File: src/rtl/dmem_rf_sequencer_pkg.sv
// Shared types and default widths for the data-memory / register-file sequencer.
package dmem_seq_pkg;

   localparam int unsigned AW_DEF = 8;
   localparam int unsigned RW_DEF = 4;

   typedef enum logic {
      OP_LOAD  = 1'b0,
      OP_STORE = 1'b1
   } op_e;

   typedef enum logic [2:0] {
      StIdle,
      StStBeat,
      StLdAddr,
      StLdWait,
      StLdWb,
      StFinish
   } state_e;

endpackage

File: src/rtl/dmem_rf_sequencer_burst_addr_gen.sv
// Beat counter and base registers; addresses are presented for the beat about to be registered.
module burst_addr_gen #(
   parameter int unsigned AW = 8,
   parameter int unsigned RW = 4
) (
   input  logic          clk,
   input  logic          reset,
   input  logic          i_load,
   input  logic          i_adv,
   input  logic [AW-1:0] i_d_base,
   input  logic [RW-1:0] i_rf_base,
   input  logic [3:0]    i_len,
   output logic [AW-1:0] o_d_addr,
   output logic [RW-1:0] o_rf_addr,
   output logic          o_last
);

   logic [AW-1:0] r_d_base;
   logic [RW-1:0] r_rf_base;
   logic [3:0]    r_len;
   logic [3:0]    r_idx;
   logic [3:0]    w_idx_nxt;
   logic [AW-1:0] w_d_base;
   logic [RW-1:0] w_rf_base;

   always_comb begin
      w_idx_nxt = r_idx;
      if (i_load) begin
         w_idx_nxt = '0;
      end else if (i_adv) begin
         w_idx_nxt = r_idx + 4'd1;
      end
   end

   // On acceptance the bases bypass their registers so the first beat is ready at once.
   assign w_d_base  = i_load ? i_d_base : r_d_base;
   assign w_rf_base = i_load ? i_rf_base : r_rf_base;
   assign o_d_addr  = w_d_base + AW'(w_idx_nxt);
   assign o_rf_addr = w_rf_base + RW'(w_idx_nxt);
   assign o_last    = (r_idx == r_len);

   always_ff @(posedge clk) begin
      if (reset) begin
         r_d_base  <= '0;
         r_rf_base <= '0;
         r_len     <= '0;
         r_idx     <= '0;
      end else begin
         if (i_load) begin
            r_d_base  <= i_d_base;
            r_rf_base <= i_rf_base;
            r_len     <= i_len;
         end
         r_idx <= w_idx_nxt;
      end
   end

endmodule

File: src/rtl/dmem_rf_sequencer.sv
// Burst sequencer driving data-memory and register-file control pins; all outputs registered.
module dmem_rf_sequencer
   import dmem_seq_pkg::*;
#(
   parameter int unsigned RD_LAT = 1,
   parameter int unsigned AW     = AW_DEF,
   parameter int unsigned RW     = RW_DEF
) (
   input  logic          clk,
   input  logic          reset,
   input  logic          cmd_valid,
   output logic          cmd_ready,
   input  logic          cmd_op,
   input  logic [AW-1:0] cmd_d_addr,
   input  logic [RW-1:0] cmd_rf_addr,
   input  logic [3:0]    cmd_len,
   output logic [AW-1:0] D_addr,
   output logic          D_W_en,
   output logic          RF_W_en,
   output logic [RW-1:0] RF_W_addr,
   output logic [RW-1:0] RF_Ra_addr,
   output logic          busy,
   output logic          done
);

   localparam int unsigned WaitMax  = (RD_LAT > 1) ? RD_LAT - 2 : 0;
   localparam logic [1:0]  WaitLast = 2'(WaitMax);

   state_e        r_state;
   logic [1:0]    r_wait;
   logic          r_ready;
   logic [AW-1:0] r_d_addr;
   logic          r_d_we;
   logic          r_rf_we;
   logic [RW-1:0] r_rf_wa;
   logic [RW-1:0] r_rf_ra;
   logic          r_busy;
   logic          r_done;

   logic          w_accept;
   logic          w_adv;
   logic          w_last;
   logic [AW-1:0] w_d_addr;
   logic [RW-1:0] w_rf_addr;

   assign w_accept = (r_state == StIdle) && cmd_valid && r_ready;
   assign w_adv    = ((r_state == StStBeat) || (r_state == StLdWb)) && !w_last;

   burst_addr_gen #(
      .AW(AW),
      .RW(RW)
   ) u_addr_gen (
      .clk      (clk),
      .reset    (reset),
      .i_load   (w_accept),
      .i_adv    (w_adv),
      .i_d_base (cmd_d_addr),
      .i_rf_base(cmd_rf_addr),
      .i_len    (cmd_len),
      .o_d_addr (w_d_addr),
      .o_rf_addr(w_rf_addr),
      .o_last   (w_last)
   );

   // Output registers are loaded with the values belonging to the state being entered.
   always_ff @(posedge clk) begin
      if (reset) begin
         r_state  <= StIdle;
         r_wait   <= '0;
         r_ready  <= 1'b0;
         r_d_addr <= '0;
         r_d_we   <= 1'b0;
         r_rf_we  <= 1'b0;
         r_rf_wa  <= '0;
         r_rf_ra  <= '0;
         r_busy   <= 1'b0;
         r_done   <= 1'b0;
      end else begin
         r_done  <= 1'b0;
         r_d_we  <= 1'b0;
         r_rf_we <= 1'b0;
         unique case (r_state)
            StIdle: begin
               r_ready <= 1'b1;
               if (w_accept) begin
                  r_ready  <= 1'b0;
                  r_busy   <= 1'b1;
                  r_d_addr <= w_d_addr;
                  if (op_e'(cmd_op) == OP_STORE) begin
                     r_state <= StStBeat;
                     r_d_we  <= 1'b1;
                     r_rf_ra <= w_rf_addr;
                  end else begin
                     r_state <= StLdAddr;
                  end
               end
            end
            StStBeat: begin
               if (w_last) begin
                  r_state  <= StFinish;
                  r_done   <= 1'b1;
                  r_d_addr <= '0;
                  r_rf_ra  <= '0;
               end else begin
                  r_d_we   <= 1'b1;
                  r_d_addr <= w_d_addr;
                  r_rf_ra  <= w_rf_addr;
               end
            end
            StLdAddr: begin
               if (RD_LAT > 1) begin
                  r_state <= StLdWait;
                  r_wait  <= '0;
               end else begin
                  r_state <= StLdWb;
                  r_rf_we <= 1'b1;
                  r_rf_wa <= w_rf_addr;
               end
            end
            StLdWait: begin
               if (r_wait == WaitLast) begin
                  r_state <= StLdWb;
                  r_rf_we <= 1'b1;
                  r_rf_wa <= w_rf_addr;
               end else begin
                  r_wait <= r_wait + 2'd1;
               end
            end
            StLdWb: begin
               r_rf_wa <= '0;
               if (w_last) begin
                  r_state  <= StFinish;
                  r_done   <= 1'b1;
                  r_d_addr <= '0;
               end else begin
                  r_state  <= StLdAddr;
                  r_d_addr <= w_d_addr;
               end
            end
            StFinish: begin
               r_state <= StIdle;
               r_busy  <= 1'b0;
               r_ready <= 1'b1;
            end
            default: r_state <= StIdle;
         endcase
      end
   end

   assign cmd_ready  = r_ready;
   assign D_addr     = r_d_addr;
   assign D_W_en     = r_d_we;
   assign RF_W_en    = r_rf_we;
   assign RF_W_addr  = r_rf_wa;
   assign RF_Ra_addr = r_rf_ra;
   assign busy       = r_busy;
   assign done       = r_done;

endmodule

File: config.mk
export PLATFORM = sky130hd
export DESIGN_NAME = dmem_rf_sequencer
export DESIGN_NICKNAME = d
export VERILOG_FILES = /design/src/rtl/dmem_rf_sequencer_pkg.sv /design/src/rtl/dmem_rf_sequencer_burst_addr_gen.sv /design/src/rtl/dmem_rf_sequencer.sv
export SDC_FILE = /design/constraint.sdc
export NUM_CORES = 1
export LEC_CHECK = 0
export ABC_AREA = 1
export CAP_MARGIN = 20
export CORE_UTILIZATION = 40
export DETAILED_ROUTE_END_ITERATION = 6
export PLACE_DENSITY = 0.75
export SLEW_MARGIN = 5
export SYNTH_ARGS = -nofsm -noshare
export SYNTH_HDL_FRONTEND = slang
export SYNTH_SLANG_ARGS = --single-unit
File: constraint.sdc
create_clock -name clk -period 3.3 [get_ports clk]
set_clock_uncertainty 0.05 [all_clocks]
set_input_delay 0.33 -clock clk [delete_from_list [all_inputs] [get_ports clk]]
set_output_delay 0.33 -clock clk [all_outputs]
set_load 0.01 [all_outputs]
== Word-level counts from Yosys, hierarchy flattened ==
Index checks and enable logic that the tools add are counted.

* $add $sub $neg: 4
* Equality and inequality tests: 10
* Multiplexer cells: 30
* Bitwise logic cells: 2
* Reductions and logical operators: 19

{| class="wikitable"
|+ Operators by type and width
! operator !! number
|-
| $mux 4 || 7
|-
| $mux 8 || 3
|-
| $pmux 8 s2 || 1
|-
| $pmux 3 s5 || 1
|-
| $mux 3 || 4
|-
| $pmux 4 s3 || 1
|-
| $add 8x4->8 || 1
|-
| $pmux 1 s2 || 4
|-
| $pmux 4 s2 || 1
|-
| $reduce_and 2->1 || 4
|-
| $mux 1 || 7
|-
| $eq 3x2->1 const B || 2
|-
| $eq 3x3->1 const B || 2
|-
| $ne 2x2->1 const B || 3
|-
| $reduce_and 3->1 || 2
|-
| $reduce_bool 2->1 || 3
|-
| $add 4x1->4 const B || 1
|-
| $add 4x4->4 || 1
|-
| $eq 4x4->1 || 1
|-
| $reduce_or 2->1 || 2
|-
| $eq 3x1->1 const B || 1
|-
| $logic_and 1x1->1 || 3
|-
| $logic_not 3->1 || 1
|-
| $reduce_bool 3->1 || 1
|-
| other kinds (7) || 8
|}

* Register bits: 46
* Input port bits: 20
* Word-level logic and storage cells: 79

== Depth between registers and ports, before layout ==
Gate-level depths: netlist of the first run.

* Word-level depth: 9
* Mapped depth: 21
* Gate-level depth less buffers: 21

== By module ==
Synthesis of the first run repeated with hierarchy kept, for this count alone.

* Cells, all modules: 356
* Area, all modules: 2479.9 µm²

{| class="wikitable"
|+ By module, submodules not included
! module !! times used !! cells an instance !! area an instance (µm²) !! sequential area each (µm²)
|-
| burst_addr_gen || 1 || 175 || 1258.7 || 400.4
|-
| dmem_rf_sequencer || 1 || 181 || 1221.2 || 520.5
|}

== Least setup slack after synthesis of the first run ==
No wires, ideal clock.

* Path type: register to register
* Start point: register r_state[2]
* End point: register r_d_addr[4], in the netlist D_addr[4]
* Arrival: 2.349 ns
* Data required time: 3.117 ns
* Setup slack: 0.769 ns
* Cell stages (with the launch flop): 16
* Path buffers: 3
* Clock period less this slack: 2.531 ns
* Cell sequence: dfxtp_1 nor2_4 nand2_2 nor2_4 buf_6 buf_6 buf_2 nor3_1 ha_1 inv_1 fa_1 nor2_1 a211oi_1 xor2_1 nand2_1 a21oi_1

* Cells in the longest elaborated chain, start to end: 8
* Elaborated cells on any way between the ends: 18
* Classes of those cells: 1 x add/sub; 3 x eq/ne; 6 x mux; 8 x reduce/logical

{| class="wikitable"
|+ RTL lines
! element !! line !! text
|-
| start, declared || dmem_rf_sequencer.sv:29 || <nowiki>state_e r_state;</nowiki>
|-
| start signal, assigned || dmem_rf_sequencer.sv:68 || <nowiki>r_state <= StIdle;</nowiki>
|-
| start signal, assigned || dmem_rf_sequencer.sv:90 || <nowiki>r_state <= StStBeat;</nowiki>
|-
| start signal, assigned || dmem_rf_sequencer.sv:94 || <nowiki>r_state <= StLdAddr;</nowiki>
|-
| $eq 3x1->1 / $eq 3x3->1 (equally long branches) || dmem_rf_sequencer.sv:47 || <nowiki>assign w_adv = ((r_state == StStBeat) || (r_state == StLdWb)) && !w_last;</nowiki>
|-
| $logic_or 1x1->1 || dmem_rf_sequencer.sv:47 ||
|-
| $logic_and 1x1->1 || dmem_rf_sequencer.sv:47 ||
|-
| $mux 4 || dmem_rf_sequencer_burst_addr_gen.sv:30 || <nowiki>end else if (i_adv) begin</nowiki>
|-
| $mux 4 (*) || dmem_rf_sequencer_burst_addr_gen.sv:28 || <nowiki>if (i_load) begin</nowiki>
|-
| via u_addr_gen.w_idx_nxt[0] || dmem_rf_sequencer_burst_addr_gen.sv:22 || <nowiki>logic [3:0] w_idx_nxt;</nowiki>
|-
| $add 8x4->8 (*) || dmem_rf_sequencer_burst_addr_gen.sv:38 || <nowiki>assign o_d_addr = w_d_base + AW'(w_idx_nxt);</nowiki>
|-
| $mux 8, on equally long branches || dmem_rf_sequencer.sv:99, dmem_rf_sequencer.sv:131, dmem_rf_sequencer.sv:85 ||
|-
| $pmux 8 s2 (*) || dmem_rf_sequencer.sv:82 || <nowiki>unique case (r_state)</nowiki>
|-
| end signal, assigned || dmem_rf_sequencer.sv:88 || <nowiki>r_d_addr <= w_d_addr;</nowiki>
|-
| end signal, assigned || dmem_rf_sequencer.sv:106 || <nowiki>r_d_addr <= w_d_addr;</nowiki>
|-
| end signal, assigned || dmem_rf_sequencer.sv:137 || <nowiki>r_d_addr <= w_d_addr;</nowiki>
|-
| end, declared || dmem_rf_sequencer.sv:32 || <nowiki>logic [AW-1:0] r_d_addr;</nowiki>
|}

Mark *: on every way through the listed nets, which the timed path passes. The rest lies on a longest branch. The select of a mux whose other input is x is not followed.
A chain may end at the register's enable or synchronous reset.

== Worst setup path after layout of the first run ==
* Start point: register r_state[1]
* End point: register r_d_addr[6], in the netlist D_addr[6]

The elaborated chain is that of the path after synthesis.

==> results.txt, run 1 <==
Synth Instances -> 329
CTS Root Cell -> clkbuf_8
Worst path most repeated cell -> nor2_1
first-pass GRT wire length -> 9170 um
antenna viol nets, final -> 0
layout cells sized above 1 -> 10.2%
Slew @ Worst Pin -> 0.442 ns
slowest cell on the critical path -> fa_1
r2r setup slk -> 0.37 ns
worst skew pair latency -> 0.29 ns
1st-iter DRT viols -> 126
largest net degree at the start of global routing -> 37
Die X -> 78.9 um
Min-Delay Startpoint -> r_wait[1]
buffer count from post-CTS setup fixing -> 0
fmax -> 341 MHz
clock buffer depth -> 2
die area -> 6230 um2
Pleak -> 1.30 nW
Via density -> 4.91
most common cell in the netlist -> nand2_1
worst hold path stage count -> 2
Bufs and invs on worst path -> 3
Unique masters post-synth -> 29
DRC viols -> 0
Hold Crit Endpoint -> r_wait[1]
vias in the first global route -> 2133
reg2reg start -> r_state[1]
row count -> 27
Detailed Routing Iterations Pass 1 -> 4
crit path DAT -> 3.05 ns
antenna violations before repair -> 0
met2 WL post-DR -> 2480 um
CTS tree -> built
Post-synth EDFFs -> 0
Hold Fails Final Rpt -> 0
commonest cells in the netlist -> 79 x nand2_1, 49 x inv_1, 46 x dfxtp_1, 35 x a21oi_1, 25 x nor2_1
Layout area overhead -> 24.2%
fin nets -> 404
reg-to-reg endpoint -> D_addr[6]
RSZ-0062 raised after global routing -> false
die height -> 78.9 um
simple-gate share of the synthesized area -> 27.4%
mux cell area share after synthesis -> 0%
WL final -> 5300 um
GRT Residual Overflow -> 0
largest family of logic cells by synthesized area -> simple AND/OR/NAND/NOR gates
worst path cell trace -> o21ai_0 -> nand2_1 -> inv_2 -> nand2_2 -> inv_2 -> nor2_1 -> nor3_1 -> ha_1 -> inv_1 -> fa_1 -> nor2_1 -> a211oi_1 -> nor2_1 -> nand2_1 -> nand3_1 -> a21oi_1
power per cell area -> 791 nW/um2
delay-heaviest family, CP -> simple AND/OR/NAND/NOR gates
vias -> 2192
Cell Area, Synth -> 2370 um2
Highest Signal Layer -> met4
Max Cap Viol -> 0
Synth Area in XOR/XNOR -> 1.48%
clock-pin slew on the worst setup and hold paths -> 0.08 ns
hold buffer count at CTS -> 0
FFs w/ async S/R, synth -> 0%
Clock Sink Count -> 46
Compound-Gate Fraction of Synth Area -> 14.8%
total CTS buffers -> 5
fillcell total -> 568
Synth area leader -> dfxtp_1
Setup crit end kind -> flip-flop
ant diodes -> 0
Adder-Cell Fraction of Synth Area -> 6.45%
fin crit share -> 88.8%
Yosys warning count -> 0
core area -> 5610 um2
largest cells by area after synthesis -> dfxtp_1 39%, nand2_1 13%, inv_1 7.8%, a21oi_1 7.4%, ha_1 4.8%
VDD IR-drop max -> 369 uV
peak fanout along the critical path -> 4
critical path startpoint category -> flip-flop
net count after synthesis -> 360
largest stage delay on the critical path -> 0.41 ns
Post-CTS Resized -> 0
Initial Utilization -> 42.2%
DP HPWL -> 3950 um
Final Wtd Congestion -> 0.872
FF+latch count, synth -> 46
status -> finished, final reports clean
Critical Path RT -> 3.42 ns
Hold WC Path Type -> reg2reg
gr usage total -> 18.5%
normalized max-slew margin -> 70.4%
Ports -> 41
Slew Viols, Final -> 0
final setup fails -> 0
Metal-1 WL -> 2500 um
Util after Layout -> 52.4%
routed length per instance -> 11.9 um
sequential share of the synthesized area -> 38.9%
Avg Inst Size Synth -> 7.19 um2
routed wl met3 -> 235 um
crit path kind -> reg2reg
main flop type after synthesis -> dfxtp_1
top cell type's share of synthesized area -> 38.9%
final worst path period need -> 2.93 ns
setup TNS -> 0 ns
H-Tree Depth -> 2
Worst Reg-to-Reg Cells -> 16
Buffers on Ports -> 40
-- stage by stage --
step / power (mW) / hold WS [ns] / worst slack, ns / instance area, um2 / cells
after global routing: 2.52 / 0.440 / 0.0521 / 2940 / 446
final: 2.33 / 0.410 / 0.370 / 2940 / 446
after global placement: 1.94 / 0.398 / 0.369 / 2840 / 438
after floorplan: 1.62 / 0.383 / 0.769 / 2370 / 329
after CTS: 2.33 / 0.413 / 0.356 / 2930 / 446
after detailed placement: 1.97 / 0.400 / 0.306 / 2840 / 438
-- state kept, by name (all words and copies together), names as in the netlist --
| name | flops |
|---|---|
| u_addr_gen.r_len | 4 |
| RF_W_addr | 4 |
| done | 1 |
| RF_Ra_addr | 4 |
| cmd_ready | 1 |
| D_addr | 8 |
| u_addr_gen.r_d_base | 8 |
| u_addr_gen.r_rf_base | 4 |
| busy | 1 |
| RF_W_en | 1 |
| r_state | 3 |
| D_W_en | 1 |
| r_wait | 2 |
| u_addr_gen.r_idx | 4 |
-- where the power goes --
part           switching [mW]  internal (mW)
clock                   0.187          0.169
sequential             0.0766          0.688
combinational           0.733          0.472
-- final cells by class --
class / instances / area (um2) / share of cell area [%]
Sequential cell: 46 / 921 / 31.3
Tap cell: 72 / 90.1 / 3.07
Multi-Input combinational cell: 221 / 1190 / 40.6
Inverter: 53 / 199 / 6.77
Clock inverter: 1 / 5.00 / 0.170
Clock buffer: 7 / 86.3 / 2.94
Timing Repair Buffer: 46 / 445 / 15.2
-- layout by cell type, fill, tap and decap left out, drive strengths merged --
cell and count:
nor4 2, nor3 4, dfxtp 46, a32o 2, xnor2 1, a211oi 9
fa 2, nand4 3, nor2 31, clkdlybuf4s50 40, xor2 3, and2 1
a21oi 35, nand3 14, clkbuf 7, clkinv 1, or2 7, inv 53
o21ai 16, ha 9, buf 6, nand2 82
-- how the worst max path moves through the flow --
stage | slack, ns | to | cells after the start | from
after floorplan | 0.77 | D_addr[4] | 15 | r_state[2]
after global placement | 0.37 | D_addr[4] | 14 | cmd_valid
after detailed placement | 0.31 | D_addr[6] | 15 | cmd_valid
after CTS | 0.36 | D_addr[6] | 18 | u_addr_gen.r_idx[1]
after global routing | 0.05 | D_addr[6] | 16 | u_addr_gen.r_idx[1]
final | 0.37 | D_addr[6] | 16 | r_state[1]
-- worst min-delay path: stages, from the launching register on --
cell     delay (ns)
dfxtp_1        0.30
inv_1          0.06
a21oi_1        0.05
-- per-layer routing --
layer	track usage [%]	vias up
li1	-	1135
met1	23.3	986
met2	32.3	59
met3	2.76	12
met4	5.82	0
met5	0	-
-- logic make-up (layout without fill, tap and decap cells) --
family | Yosys count | count (layout)
flip-flops | 46 | 46
AO/OA/AOI/OAI | 62 | 62
adder cells (fa/ha/maj) | 11 | 11
AND/OR/NAND/NOR | 144 | 144
buffers and inverters | 62 | 107
XOR/XNOR | 4 | 4
No activity file was read; power rests on OpenSTA's default activity.
==> run 2: changes to the inputs <==
GPL_TIMING_DRIVEN = 1   (was not set)
==> results of run 2 <==
No change in the layout: final DEF, timing and power equal those of run 1.
